$ cat config.mk
export PLATFORM = sky130hd
export DESIGN_NAME = sdram_burst_reader
export DESIGN_NICKNAME = d
export VERILOG_FILES = /design/src/rtl/sdram_burst_reader.sv
export SDC_FILE = /design/constraint.sdc
export NUM_CORES = 2
export LEC_CHECK = 0
export CORE_ASPECT_RATIO = 1.25
export CORE_UTILIZATION = 65
export CTS_CLUSTER_DIAMETER = 30
export DETAILED_ROUTE_END_ITERATION = 7
export HOLD_SLACK_MARGIN = 0.05
export MAX_ROUTING_LAYER = met4
export PLACE_DENSITY = 0.84
export SLEW_MARGIN = 5
export SYNTH_ARGS = -nofsm -noshare
export SYNTH_HDL_FRONTEND = slang
export SYNTH_SLANG_ARGS = --single-unit
$ cat constraint.sdc
create_clock -name clk -period 15.05 [get_ports clk]
set_input_delay 2.2575 -clock clk [delete_from_list [all_inputs] [get_ports clk]]
set_output_delay 2.2575 -clock clk [all_outputs]
set_load 0.1 [all_outputs]
$ cat src/rtl/sdram_burst_reader.sv
// rtl/sdram_burst_reader.sv - Avalon-MM burst reader feeding a FWFT stream FIFO
// Optional repeat-pass mode enabled by defining SDRAM_BURST_READER_LOOP_EN.
module sdram_burst_reader #(
  parameter int ADDR_W     = 29,
  parameter int DATA_W     = 64,
  parameter int BURST_LEN  = 8,
  parameter int FIFO_DEPTH = 64,
  parameter int LEN_W      = 16
) (
  input  logic              clk,
  input  logic              rst,
  input  logic              cmd_valid,
  output logic              cmd_ready,
  input  logic [ADDR_W-1:0] cmd_addr,
  input  logic [LEN_W-1:0]  cmd_len,
`ifdef SDRAM_BURST_READER_LOOP_EN
  input  logic              cmd_loop,
`endif
  input  logic              abort,
  output logic [ADDR_W-1:0] avm_address,
  output logic [7:0]        avm_burstcount,
  output logic              avm_read,
  input  logic              avm_waitrequest,
  input  logic [DATA_W-1:0] avm_readdata,
  input  logic              avm_readdatavalid,
  output logic              out_valid,
  input  logic              out_ready,
  output logic [DATA_W-1:0] out_data,
  output logic              out_last,
  output logic              busy
);
  localparam int PTR_W = $clog2(FIFO_DEPTH);
  localparam int CNT_W = PTR_W + 1;
  localparam int SUM_W = CNT_W + 1;

  typedef enum logic [1:0] {IDLE, ISSUE, DRAIN, ABORT} state_t;

  state_t            state_q, state_d;
  logic [ADDR_W-1:0] addr_q, addr_d, base_q, base_d;
  logic [LEN_W-1:0]  rem_q, rem_d, len_q, len_d, popped_q, popped_d;
  logic [CNT_W-1:0]  inflight_q, inflight_d, count_q, count_d;
  logic [PTR_W-1:0]  wr_ptr_q, wr_ptr_d, rd_ptr_q, rd_ptr_d;
  logic              rd_q, rd_d, loop_q, loop_d, cmd_loop_w;
  logic [7:0]        bc_q, bc_d;
  logic [DATA_W-1:0] mem_q [FIFO_DEPTH];

  logic [8:0] room;
  logic [7:0] size;
  logic       space_ok, accept, beat, wr_en, pop;

`ifdef SDRAM_BURST_READER_LOOP_EN
  assign cmd_loop_w = cmd_loop;
`else
  assign cmd_loop_w = 1'b0;
`endif

  assign cmd_ready      = (state_q == IDLE);
  assign busy           = (state_q != IDLE);
  assign avm_read       = rd_q;
  assign avm_address    = addr_q;
  assign avm_burstcount = bc_q;
  assign out_valid      = (count_q != '0) && (state_q != ABORT);
  assign out_data       = mem_q[rd_ptr_q];
  assign out_last       = out_valid && (popped_q == len_q - 1'b1);

  // Burst is clipped at the next BURST_LEN-aligned boundary.
  always_comb begin
    room     = 9'(BURST_LEN) - 9'(addr_q & ADDR_W'(BURST_LEN - 1));
    size     = (rem_q < LEN_W'(room)) ? 8'(rem_q) : 8'(room);
    space_ok = (SUM_W'(count_q) + SUM_W'(inflight_q) + SUM_W'(size)) <= SUM_W'(FIFO_DEPTH);
    accept   = rd_q && !avm_waitrequest;
    // Beats with nothing outstanding belong to a transfer cut off by reset.
    beat     = avm_readdatavalid && (state_q != IDLE) && (inflight_q != '0);
    wr_en    = beat && (state_q == ISSUE || state_q == DRAIN);
    pop      = out_valid && out_ready;
  end

  always_comb begin
    state_d    = state_q;
    addr_d     = addr_q;
    base_d     = base_q;
    rem_d      = rem_q;
    len_d      = len_q;
    loop_d     = loop_q;
    rd_d       = rd_q;
    bc_d       = bc_q;
    popped_d   = popped_q;
    wr_ptr_d   = wr_ptr_q;
    rd_ptr_d   = rd_ptr_q;
    count_d    = count_q + (wr_en ? CNT_W'(1) : CNT_W'(0)) - (pop ? CNT_W'(1) : CNT_W'(0));
    inflight_d = inflight_q + (accept ? CNT_W'(bc_q) : CNT_W'(0)) - (beat ? CNT_W'(1) : CNT_W'(0));

    if (wr_en) wr_ptr_d = wr_ptr_q + 1'b1;
    if (pop) begin
      rd_ptr_d = rd_ptr_q + 1'b1;
      popped_d = out_last ? '0 : popped_q + 1'b1;
    end

    if (accept) begin
      rd_d   = 1'b0;
      addr_d = addr_q + ADDR_W'(bc_q);
      rem_d  = rem_q - LEN_W'(bc_q);
      if (loop_q && rem_d == '0) begin
        addr_d = base_q;
        rem_d  = len_q;
      end
    end

    case (state_q)
      IDLE: begin
        if (cmd_valid && cmd_len != '0) begin
          state_d  = ISSUE;
          addr_d   = cmd_addr;
          base_d   = cmd_addr;
          rem_d    = cmd_len;
          len_d    = cmd_len;
          loop_d   = cmd_loop_w;
          popped_d = '0;
        end
      end
      ISSUE: begin
        if (abort) state_d = ABORT;
        else if (rem_q == '0 && !rd_q) state_d = DRAIN;
        else if (!rd_q && space_ok) begin
          rd_d = 1'b1;
          bc_d = size;
        end
      end
      DRAIN: begin
        if (abort) state_d = ABORT;
        else if (pop && out_last) state_d = IDLE;
      end
      ABORT: begin
        wr_ptr_d = '0;
        rd_ptr_d = '0;
        count_d  = '0;
        if (inflight_q == '0 && !rd_q) state_d = IDLE;
      end
      default: state_d = IDLE;
    endcase
  end

  always_ff @(posedge clk or posedge rst) begin
    if (rst) begin
      state_q    <= IDLE;
      addr_q     <= '0;
      base_q     <= '0;
      rem_q      <= '0;
      len_q      <= '0;
      loop_q     <= 1'b0;
      rd_q       <= 1'b0;
      bc_q       <= '0;
      popped_q   <= '0;
      wr_ptr_q   <= '0;
      rd_ptr_q   <= '0;
      count_q    <= '0;
      inflight_q <= '0;
    end else begin
      state_q    <= state_d;
      addr_q     <= addr_d;
      base_q     <= base_d;
      rem_q      <= rem_d;
      len_q      <= len_d;
      loop_q     <= loop_d;
      rd_q       <= rd_d;
      bc_q       <= bc_d;
      popped_q   <= popped_d;
      wr_ptr_q   <= wr_ptr_d;
      rd_ptr_q   <= rd_ptr_d;
      count_q    <= count_d;
      inflight_q <= inflight_d;
    end
  end

  always_ff @(posedge clk) begin
    if (wr_en) mem_q[wr_ptr_q] <= avm_readdata;
  end
endmodule
==> flow_metrics.env <==
export IMPL_grt_max_degree=165
export IMPL_synth_top_family_by_area="multiplexers"
export IMPL_numCtsBuffers=554
export IMPL_maxCapViolCount=0
export IMPL_io_buffers=221
export IMPL_power_switching_mw=12.8
export IMPL_crit_slowest_cell="dfrtp_4"
export IMPL_insertion_delay_ns=1.02
export IMPL_htreeDepth=6
export IMPL_swShare_pct=33.3
export IMPL_drc=0
export IMPL_cts_sinks=4210
export IMPL_clkPwrFrac_pct=36.9
export IMPL_die_w_um=449
export IMPL_drive_above_1_share_pct=33.4
export IMPL_gr_usage_all_layers_pct=48.8
export IMPL_status="complete, but fails checks"
export IMPL_post_cts_buffers=0
export IMPL_synth_edf_count=4096
export IMPL_crit_path_max_fanout=45
export IMPL_period_share_pct=63.6
export IMPL_netlist_cell_type_count=59
export IMPL_drt_iter0_markers=20300
export IMPL_internal_power_mw=25.7
export IMPL_postSynthCellCount=6662
export IMPL_r2r_end="mem_q[25][27]$_DFFE_PP_"
export IMPL_path_clk_slew_ns=0.06
export IMPL_worstHoldStart="len_q[15]$_DFFE_PP0P_"
export IMPL_finalWeightedCongestion=0.861
export IMPL_yosysSeqAreaShare_pct=77.6
export IMPL_slew_viol_final=32
export IMPL_maxSlewHeadroom_pct=-3.97
export IMPL_power_frac_comb_pct=28.1
export IMPL_yosys_area_top_type_share_pct=75.8
export IMPL_dr_pass1_iters=7
export IMPL_hold_viol=0
export IMPL_hold_depth=2
export IMPL_fin_cells=11100
export IMPL_critPathLaunchType="flip-flop"
export IMPL_dieHeight_um=561
export IMPL_setup_viol=0
export IMPL_post_route_min_period_ns=9.57
export IMPL_power_frac_seq_pct=34.9
export IMPL_io_pins=222
export IMPL_grt_pass1_wl_mm=792
export IMPL_max_stage_delay_ns=1.09
export IMPL_num_vias=91700
export IMPL_die_area_um2=252000
export IMPL_yosysWarnings=0
export IMPL_critical_path_startpoint="rd_ptr_q[0]$_DFFE_PP0P_"
export IMPL_critPathCaptureType="output port"
export IMPL_p_per_area_nw_per_um2=204
export IMPL_root_buffer="clkbuf_16"
export IMPL_rr_worst_depth=11
export IMPL_finalSetupTns_ns=0
export IMPL_synthFlopType="edfxtp_1"
export IMPL_cts_resized=0
export IMPL_fin_nets=7506
export IMPL_holdCritPathClass="flip-flop to flip-flop"
export IMPL_synthSimpleGateAreaFrac_pct=1.16
export IMPL_p_total_mw=38.5
export IMPL_core_area_um2=248000
export IMPL_leakagePower_nw=59.3
export IMPL_reg2reg_slack_ns=8.17
export IMPL_rsz0062_at_grt="false"
export IMPL_fmax_mhz=104
export IMPL_synth_ff_latch_count=4210
export IMPL_worstPathArrival_ns=7.32
export IMPL_holdPathEnd="len_q[15]$_DFFE_PP0P_"
export IMPL_viasPerCell=8.23
export IMPL_post_drt_wl_per_cell_um=52.8
export IMPL_rows=204
export IMPL_ant_nets=0
export IMPL_tritoncts="done"
export IMPL_yosys_top_cells_area="edfxtp_1, mux4_2, dfrtp_1"
export IMPL_tightest_slew_ns=1.56
export IMPL_synth_top_area_cell="edfxtp_1"
export IMPL_grt_pass1_vias=91600
export IMPL_critPathKind="flip-flop to output port"
export IMPL_ctsHoldBuffers=0
export IMPL_grt_overflow=0
export IMPL_synth_common_cells="edfxtp_1, mux4_2, clkbuf_1, nor2_1, nand2_1"
export IMPL_synthMuxAreaShare_pct=18.7
export IMPL_required_ns=12.79
export IMPL_synth_xor_area_share_pct=0.481
export IMPL_synth_compound_area_share_pct=0.575
export IMPL_crit_chain="buf_4 > buf_4 > buf_4 > mux4_2 > mux4_2 > mux4_2 > clkdlybuf4s50_1"
export IMPL_syn_area_um2=162000
export IMPL_cts_buffer_depth=4
export IMPL_antenna_found_initial=54
export IMPL_avgSynthCellArea_um2=24.3
export IMPL_initial_core_util_pct=65.5
export IMPL_synthAdderAreaFrac_pct=0.572
export IMPL_synth_most_common_cell="edfxtp_1"
export IMPL_wirelength_mm=588
export IMPL_rr_startpoint="state_q[1]$_DFFE_PP0P_"
export IMPL_async_reset_ff_share_pct=2.71
export IMPL_area_growth_pct=16.4
export IMPL_dp_cells=10100
export IMPL_violations="slew limit"
export IMPL_skew_ns=0.0881
export IMPL_place_detailed_hpwl_mm=256
export IMPL_peakVddDrop_uv=378
==> registers in the layout (all words and copies together), names as in the netlist, 7 cells and up <==
name	flops
avm_address	29
avm_burstcount	8
count_q	7
inflight_q	7
len_q	16
mem_q	4096
popped_q	16
rem_q	16
==> per-stage QoR <==
stage / setup slack [ns] / utilization, % / hold slack (ns) / instance area (µm²)
after floorplan: 8.59 / - / 0.467 / 162000
after global placement: 6.71 / 68.4 / 0.497 / 169000
after detailed placement: 6.55 / 68.4 / 0.490 / 169000
after CTS: 5.41 / 76.2 / 0.515 / 189000
after global routing: 5.19 / 76.2 / 0.537 / 189000
final: 5.48 / 76.3 / 0.509 / 189000
==> power by group through the flow <==
stage	registers (mW)	logic, mW	clock network, mW
after detailed placement	13.7	9.99	0
after CTS	13.4	10.6	14.1
after global placement	13.6	9.61	0
after floorplan	13.8	7.19	0
after global routing	13.5	11.0	14.6
final	13.5	10.8	14.2
==> worst max-delay path by stage <==
stage	endpoint	slack [ns]	cells after the start
2_1_floorplan	out_last	8.59	6
3_3_place_gp	out_data[58]	6.71	7
3_5_place_dp	out_data[57]	6.55	7
4_1_cts	out_data[59]	5.41	7
5_1_grt	out_data[58]	5.19	7
6_report	out_data[59]	5.48	7
==> cell families after synthesis <==
group | Yosys count
flip-flops | 4210
XOR/XNOR | 89
adder cells (fa/ha/maj) | 67
buffers and inverters | 393
multiplexers | 1350
AND/OR/NAND/NOR | 394
AO/OA/AOI/OAI | 158
other | 1
==> critical path: cells and delay by family, from the launching register on <==
family | cells | cell delay (ns)
buffers and inverters | 4 | 3.41
muxes | 3 | 1.63
DFF | 1 | 1.09
==> placed cells by master, fill, tap and decap left out, drive strengths merged, types with 11 or more instances in the layout <==
cell type and count:
nand4 13, and3 13, nand2 120, buf 243, xnor2 46, nor2b 13
diode 70, clkdlybuf4s50 193, nand3b 11, dfrtp 114, xor2 43, bufinv 69
nand3 21, nor3 18, edfxtp 4096, a31oi 11, nor2 127, clkinv 188
inv 162, o21ai 63, a21oi 41, clkbuf 599, mux4 1344, ha 55
fa 12, clkinvlp 49
==> layer usage <==
layer	wire [µm]	vias up	track usage, %
li1	-	30200	-
met1	162000	45500	56.5
met2	269000	12200	70.2
met3	96500	3668	16.5
met4	60500	0	38.9
met5	0	-	-
==> layout make-up <==
type / instances / area [µm²]
flip-flops and latches: 4210 / 126000
fillers: 11100 / 58800
multi-input cells: 2061 / 35400
clock buffers: 598 / 14300
clock inverters: 409 / 4940
well taps: 3296 / 4120
repair buffers: 437 / 3830
inverters: 59 / 224
diodes: 70 / 175
No activity file was read; power rests on OpenSTA's default activity.
